## config.mk

```make
export PLATFORM = sky130hd
export DESIGN_NAME = booth_multiplier_top
export DESIGN_NICKNAME = d
export VERILOG_FILES = /design/src/rtl/booth_multiplier_top.sv
export SDC_FILE = /design/constraint.sdc
export NUM_CORES = 1
export LEC_CHECK = 0
export CORE_ASPECT_RATIO = 0.8
export CORE_MARGIN = 5
export CORE_UTILIZATION = 54
export CTS_CLUSTER_DIAMETER = 200
export CTS_CLUSTER_SIZE = 25
export DETAILED_ROUTE_END_ITERATION = 10
export PLACE_DENSITY = 0.79
export SLEW_MARGIN = 25
export SYNTH_ARGS = -nofsm -noshare
export SYNTH_HDL_FRONTEND = slang
export SYNTH_HIERARCHICAL = 1
export SYNTH_SLANG_ARGS = --single-unit
```

## constraint.sdc

```tcl
create_clock -name clk -period 3.65 [get_ports clk]
set_input_delay 0.5475 -clock clk [delete_from_list [all_inputs] [get_ports clk]]
set_output_delay 0.5475 -clock clk [all_outputs]
set_load 0.05 [all_outputs]
```

## src/rtl/booth_multiplier_top.sv

```systemverilog
// Sequential signed WIDTHxWIDTH radix-2 Booth multiplier: controller FSM + datapath.
// One multiply per assertion of go; done/p are registered and held until go drops.

module booth_ctrl (
    input  logic clk,
    input  logic rst,
    input  logic go,
    input  logic last,
    output logic load,
    output logic step,
    output logic finish,
    output logic done
);
    typedef enum logic [1:0] {IDLE, RUN, DONE} state_t;

    state_t state_q, state_d;
    logic   done_q, done_d;

    always_ff @(posedge clk) begin
        if (rst) begin
            state_q <= IDLE;
            done_q  <= 1'b0;
        end else begin
            state_q <= state_d;
            done_q  <= done_d;
        end
    end

    always_comb begin
        state_d = state_q;
        load    = 1'b0;
        step    = 1'b0;
        finish  = 1'b0;
        unique case (state_q)
            IDLE: begin
                if (go) begin
                    load    = 1'b1;
                    state_d = RUN;
                end
            end
            RUN: begin
                step = 1'b1;
                // go is deliberately ignored here: a started multiply always completes
                if (last) begin
                    finish  = 1'b1;
                    state_d = DONE;
                end
            end
            DONE: begin
                if (!go) state_d = IDLE;
            end
            default: state_d = IDLE;
        endcase
        done_d = (state_d == DONE);
    end

    assign done = done_q;
endmodule

module booth_datapath #(
    parameter int WIDTH = 8
) (
    input  logic               clk,
    input  logic               rst,
    input  logic               load,
    input  logic               step,
    input  logic               finish,
    input  logic [WIDTH-1:0]   ain,
    input  logic [WIDTH-1:0]   pin,
    output logic               last,
    output logic [2*WIDTH-1:0] p
);
    localparam int CW = $clog2(WIDTH + 1);

    // A and M carry one extra bit so -2^(W-1) * -2^(W-1) does not overflow
    logic [WIDTH:0]       m_q, m_d;
    logic [WIDTH:0]       a_q, a_d;
    logic [WIDTH-1:0]     q_q, q_d;
    logic                 q1_q, q1_d;
    logic [CW-1:0]        cnt_q, cnt_d;
    logic [2*WIDTH-1:0]   p_q, p_d;
    logic [WIDTH:0]       a_sum;

    always_ff @(posedge clk) begin
        if (rst) begin
            m_q   <= '0;
            a_q   <= '0;
            q_q   <= '0;
            q1_q  <= 1'b0;
            cnt_q <= '0;
            p_q   <= '0;
        end else begin
            m_q   <= m_d;
            a_q   <= a_d;
            q_q   <= q_d;
            q1_q  <= q1_d;
            cnt_q <= cnt_d;
            p_q   <= p_d;
        end
    end

    always_comb begin
        m_d   = m_q;
        a_d   = a_q;
        q_d   = q_q;
        q1_d  = q1_q;
        cnt_d = cnt_q;
        p_d   = p_q;
        unique case ({q_q[0], q1_q})
            2'b01:   a_sum = a_q + m_q;
            2'b10:   a_sum = a_q - m_q;
            default: a_sum = a_q;
        endcase
        if (load) begin
            m_d   = {ain[WIDTH-1], ain};
            a_d   = '0;
            q_d   = pin;
            q1_d  = 1'b0;
            cnt_d = CW'(WIDTH);
        end else if (step) begin
            a_d   = {a_sum[WIDTH], a_sum[WIDTH:1]};
            q_d   = {a_sum[0], q_q[WIDTH-1:1]};
            q1_d  = q_q[0];
            cnt_d = cnt_q - 1'b1;
            if (finish) p_d = {a_d[WIDTH-1:0], q_d};
        end
    end

    assign last = (cnt_q == CW'(1));
    assign p    = p_q;
endmodule

module booth_multiplier_top #(
    parameter int WIDTH = 8
) (
    input  logic               clk,
    input  logic               rst,
    input  logic               go,
    input  logic [WIDTH-1:0]   ain,
    input  logic [WIDTH-1:0]   pin,
    output logic               done,
    output logic [2*WIDTH-1:0] p
);
    logic load, step, finish, last;

    booth_ctrl u_ctrl (
        .clk    (clk),
        .rst    (rst),
        .go     (go),
        .last   (last),
        .load   (load),
        .step   (step),
        .finish (finish),
        .done   (done)
    );

    booth_datapath #(.WIDTH(WIDTH)) u_dp (
        .clk    (clk),
        .rst    (rst),
        .load   (load),
        .step   (step),
        .finish (finish),
        .ain    (ain),
        .pin    (pin),
        .last   (last),
        .p      (p)
    );
endmodule

```

After elaboration in Yosys (flattened, before gate mapping) --
Index checks and enable logic that the tools add are counted.
Operators by class: add/subtract/negate cells 3, $mul 0, divide/modulo/power cells 0, magnitude comparators 0, equality and inequality tests 6, shifts and indexed selects 0, mux-type cells 14, bitwise gates (word level) 1, reductions and logical operators 4
Operators with widths (number):
- $pmux W9 S2 | 1
- $mux W8 | 2
- $add A8 B8 Y9 | 1
- $sub A8 B8 Y9 | 1
- $mux W4 | 2
- $eq A2 B2 Y1 const B | 3
- $mux W2 | 3
- $pmux W2 S3 | 1
- $mux W1 | 5
- $eq A2 B1 Y1 const B | 2
- $eq A4 B1 Y1 const B | 1
- $sub A4 B1 Y4 const B | 1
- $reduce_and A3 Y1 | 1
- $logic_not A2 Y1 | 1
- $reduce_bool A2 Y1 | 1
- $reduce_or A2 Y1 | 1
- $not A1 Y1 | 1
Word-level totals: bits in registers 48, latch bits 0, RAM bits 0, ROM bits 0, bits of input ports 19, output and inout bits 17, memories 0

Logic depth before layout (Yosys ltp) --
depth in word-level cells 4, gate-level depth with buffers 11, mapped depth without buffers 11

Hierarchy --
Netlist, hierarchy kept.
By module, submodules not included:
- booth_datapath | instances 1, cells each 276, area an instance 2337.2 um^2
- booth_ctrl | instances 1, cells each 12, area an instance 135.1 um^2

Worst setup path before layout --
OpenSTA, ideal clock, no wires.
kind reg2reg, from register u_dp.m_q[0], to register u_dp.p_q[14], in the netlist u_dp/p[14], setup time 0.084 ns, arrival 2.584 ns, path slack 0.981 ns, stages on the path, launching flop included 12, path buffers 0, cell sequence dfxtp_1 inv_1 ha_1 nor3b_2 nor2_1 xnor2_1 ha_1 a21o_1 or3_1 o2111a_1 or3_4 o31ai_2
Between the ends: cells in the longest elaborated chain, start to end 2
Ends and longest elaborated chain:
- start, declared | line 76 | logic [WIDTH:0] m_q, m_d;
- start signal, assigned | line 93 | m_q <= m_d;
- $sub A8 B8 Y9 or $add A8 B8 Y9 (tied branches) | line 111, 110
- $pmux W9 S2 * | line 109 | unique case ({q_q[0], q1_q})
- end signal, assigned | line 98 | p_q <= p_d;
- end, declared | line 81 | logic [2*WIDTH-1:0] p_q, p_d;
Mark *: on every way between the ends. The rest lies on a longest branch, timed or not. A chain may end at the register's enable or synchronous reset.

Final worst setup path --
from register u_dp.m_q[0], to register u_dp.p_q[15], in the netlist u_dp/p[15]
The elaborated chain is that of the path after synthesis.

==> results.ini <==
[worst_hold_path]
whs_path_depth=2
hold_path.class=reg2reg
hold_end=u_dp/p[5]$_SDFFE_PP0P_
hold_start=u_dp/p[5]$_SDFFE_PP0P_

[pwr]
ir_worst_vdd_uv=257
leakage_nw=1.19
cellPowerDensity_nw_per_um2=462

[final_layout]
layout-drive-gt1-share=0.0755
nets=349
final_common_cell=dfxtp_1
layout_common_cells=dfxtp_1 (48), nor2_1 (44), clkdlybuf4s50_1 (35)
stdcell_area_um2=3020
fin_util=0.670
area_growth_pct=22.3
n_antenna_cell=0
fillCellCount=390

[clocking]
cts_resized=0
clock_sinks=48
cts_hold_buffers=0
clock-root-buffer=clkbuf_8
clock_path_buffers=2
post-cts-setup-buffer-count=0
htreeDepth=2
cts_made_buffers=5
clkTransAtPathRegs_ns=0.09
cts_tree=yes
clk_latency_ns=0.30

[drt]
vias=2071
antenna_left=0
wl_mm=5.31
via_per_inst=5.48
drcViolationCount=0
wl_per_cell_um=14.0
drt_iter0_drc=94
first_pass_iters=4

[critical_path]
cp_cell_sequence=nor4_1, a21oi_1, xnor2_1, ha_1, a21o_1, a31o_2, o21a_1, or4_1, a311oi_1
critPathSlowestCell=nor4_1
crit_start=u_dp/m_q[0]$_SDFFE_PP0P_
rr_endpoint=u_dp/p[15]$_SDFFE_PP0P_
end_kind=register
slowest_delay_ns=0.46
path_class=reg2reg
crit-reg2reg-launch=u_dp/m_q[0]$_SDFFE_PP0P_
crit_buf_inv=0
critical_path.startpoint_type=register
critPathArrivalTime_ns=3.11
crit_path_max_fanout=6
ff2ff_path_depth=9
cp_top_family=compound AO/OA/AOI/OAI gates
r2r_setup_slack_ns=0.75
cp_data_required_time_ns=3.86

[yosys]
synth_edf_count=0
yosys_warnings=6
synthArstFlopShare=0
syn-mean-instance-area_um2=8.58
ys.flop_type=dfxtp_1
synthDistinctLibCells=47
synth_seq_cells=48
syn_nets=320
syn-cell-area_um2=2470
ys_seq_area_frac=0.389
netlist_instances=288

[run]
maxCapViolations=0

[timing]
slew_headroom=0.513
max_freq_ghz=0.344
tightest_slew_ns=0.727
slew_viol_final=0
grt_setup_unrepaired=no
finalCritPeriodShare=0.796
setup_ws_ns=0.746
setup-violations-final=0
hold_viol_final=0
tns_ns=0
finalCriticalPeriod_ns=2.90
fin_worst_skew_ns=0.00337

[global_route]
grt_pass1_wl_mm=9.05
gr-usage-all-layers=0.186
antenna_found_initial=0
grt_overflow=0
grt_max_degree=30
grt_pass1_vias=1967

[floorplanning]
core-area_um2=4510
die_area_um2=6040
die_y_um=70.5
row_count=22
num_io_pins=36
die_x_um=85.7
start_util=0.548

[status]
outcome=finished clean

[place]
gp_congestion=0.879
post_dp_cell_area_um2=2860
port_buffers=35
dp.final_hpwl_mm=3.89
dp_slack_ns=0.791

[logic make-up (layout without fill, tap and decap cells)]
family                     after synthesis  in the layout  share of synthesized area
and+or+nand+nor                        103            103                      0.198
DFF                                     48             48                      0.389
AOI/OAI and AO/OA                       63             63                      0.169
xor gates and xnor gates                12             12                     0.0425
adders and majority gates               13             13                     0.0688
buffers and inverters                   26             56                     0.0400
muxes                                   23             23                     0.0931
[sequential cells by signal (all words and copies together), names as in the netlist]
| signal | cells |
|---|---|
| u_dp/p | 16 |
| u_dp/a_q | 8 |
| u_dp/m_q | 8 |
| u_dp/q_q | 8 |
| u_dp/cnt_q | 4 |
| u_ctrl/state_q | 2 |
| u_ctrl/done | 1 |
| u_dp/q1_q | 1 |
[layer usage]
metal / vias up / routed length [um] / global-route usage
met1: 950 / 2580 / 0.261
met3: 9 / 302 / 0.0460
met5: - / 0 / 0
li1: 1062 / - / -
met2: 50 / 2320 / 0.271
met4: 0 / 111 / 0.0773
[worst max-delay path by stage]
stage	end	depth (start not counted)
floorplan	u_dp/p[14]$_SDFFE_PP0P_	11
global placement	u_dp/p[14]$_SDFFE_PP0P_	11
detailed placement	u_dp/p[15]$_SDFFE_PP0P_	9
CTS	u_dp/p[15]$_SDFFE_PP0P_	9
global route	u_dp/p[15]$_SDFFE_PP0P_	9
finish	u_dp/p[15]$_SDFFE_PP0P_	9
[final cells by class]
class | count | area [um2] | area share
clock inverters | 3 | 90.1 | 0.0298
flip-flops and latches | 48 | 961 | 0.318
multi-input cells | 214 | 1420 | 0.469
inverters | 10 | 37.5 | 0.0124
well taps | 60 | 75.1 | 0.0248
repair buffers | 38 | 373 | 0.123
clock buffers | 5 | 68.8 | 0.0228
[power breakdown]
| part | switching (mW) | internal, mW |
|---|---|---|
| sequential | 0.0239 | 0.547 |
| combinational | 0.166 | 0.138 |
| clock | 0.178 | 0.342 |
| total | 0.368 | 1.03 |
[through the flow]
stage	hold WS (ns)	std cells	power, mW
6_report	0.462	378	1.40
5_1_grt	0.478	378	1.47
4_1_cts	0.463	378	1.41
3_5_place_dp	0.450	370	0.883
3_3_place_gp	0.447	370	0.873
2_1_floorplan	0.438	288	0.809
[worst reg2reg max path: stages, from the launching register on]
cell and delay (ns):
dfxtp_1 0.36, nor4_1 0.46, a21oi_1 0.17, xnor2_1 0.16
ha_1 0.35, a21o_1 0.21, a31o_2 0.26, o21a_1 0.19
or4_1 0.40, a311oi_1 0.26
[synthesized netlist by cell type, types with 3 or more instances]
library cell / instances / share of area
or3_1: 3 / 0.0076
inv_1: 9 / 0.014
xnor2_1: 8 / 0.028
dfxtp_1: 48 / 0.39
nand2_1: 26 / 0.039
ha_1: 12 / 0.061
a211oi_1: 9 / 0.027
mux2i_1: 23 / 0.093
a21o_1: 3 / 0.0091
o21ai_0: 7 / 0.014
or2_2: 3 / 0.0076
a21oi_1: 25 / 0.051
nand2b_1: 3 / 0.0076
o21a_1: 3 / 0.0091
nor3_1: 5 / 0.010
clkbuf_1: 11 / 0.017
nor2_1: 44 / 0.067
xor2_1: 4 / 0.014
buf_1: 4 / 0.0061
Note: power is estimated with default switching activity, not from simulation.
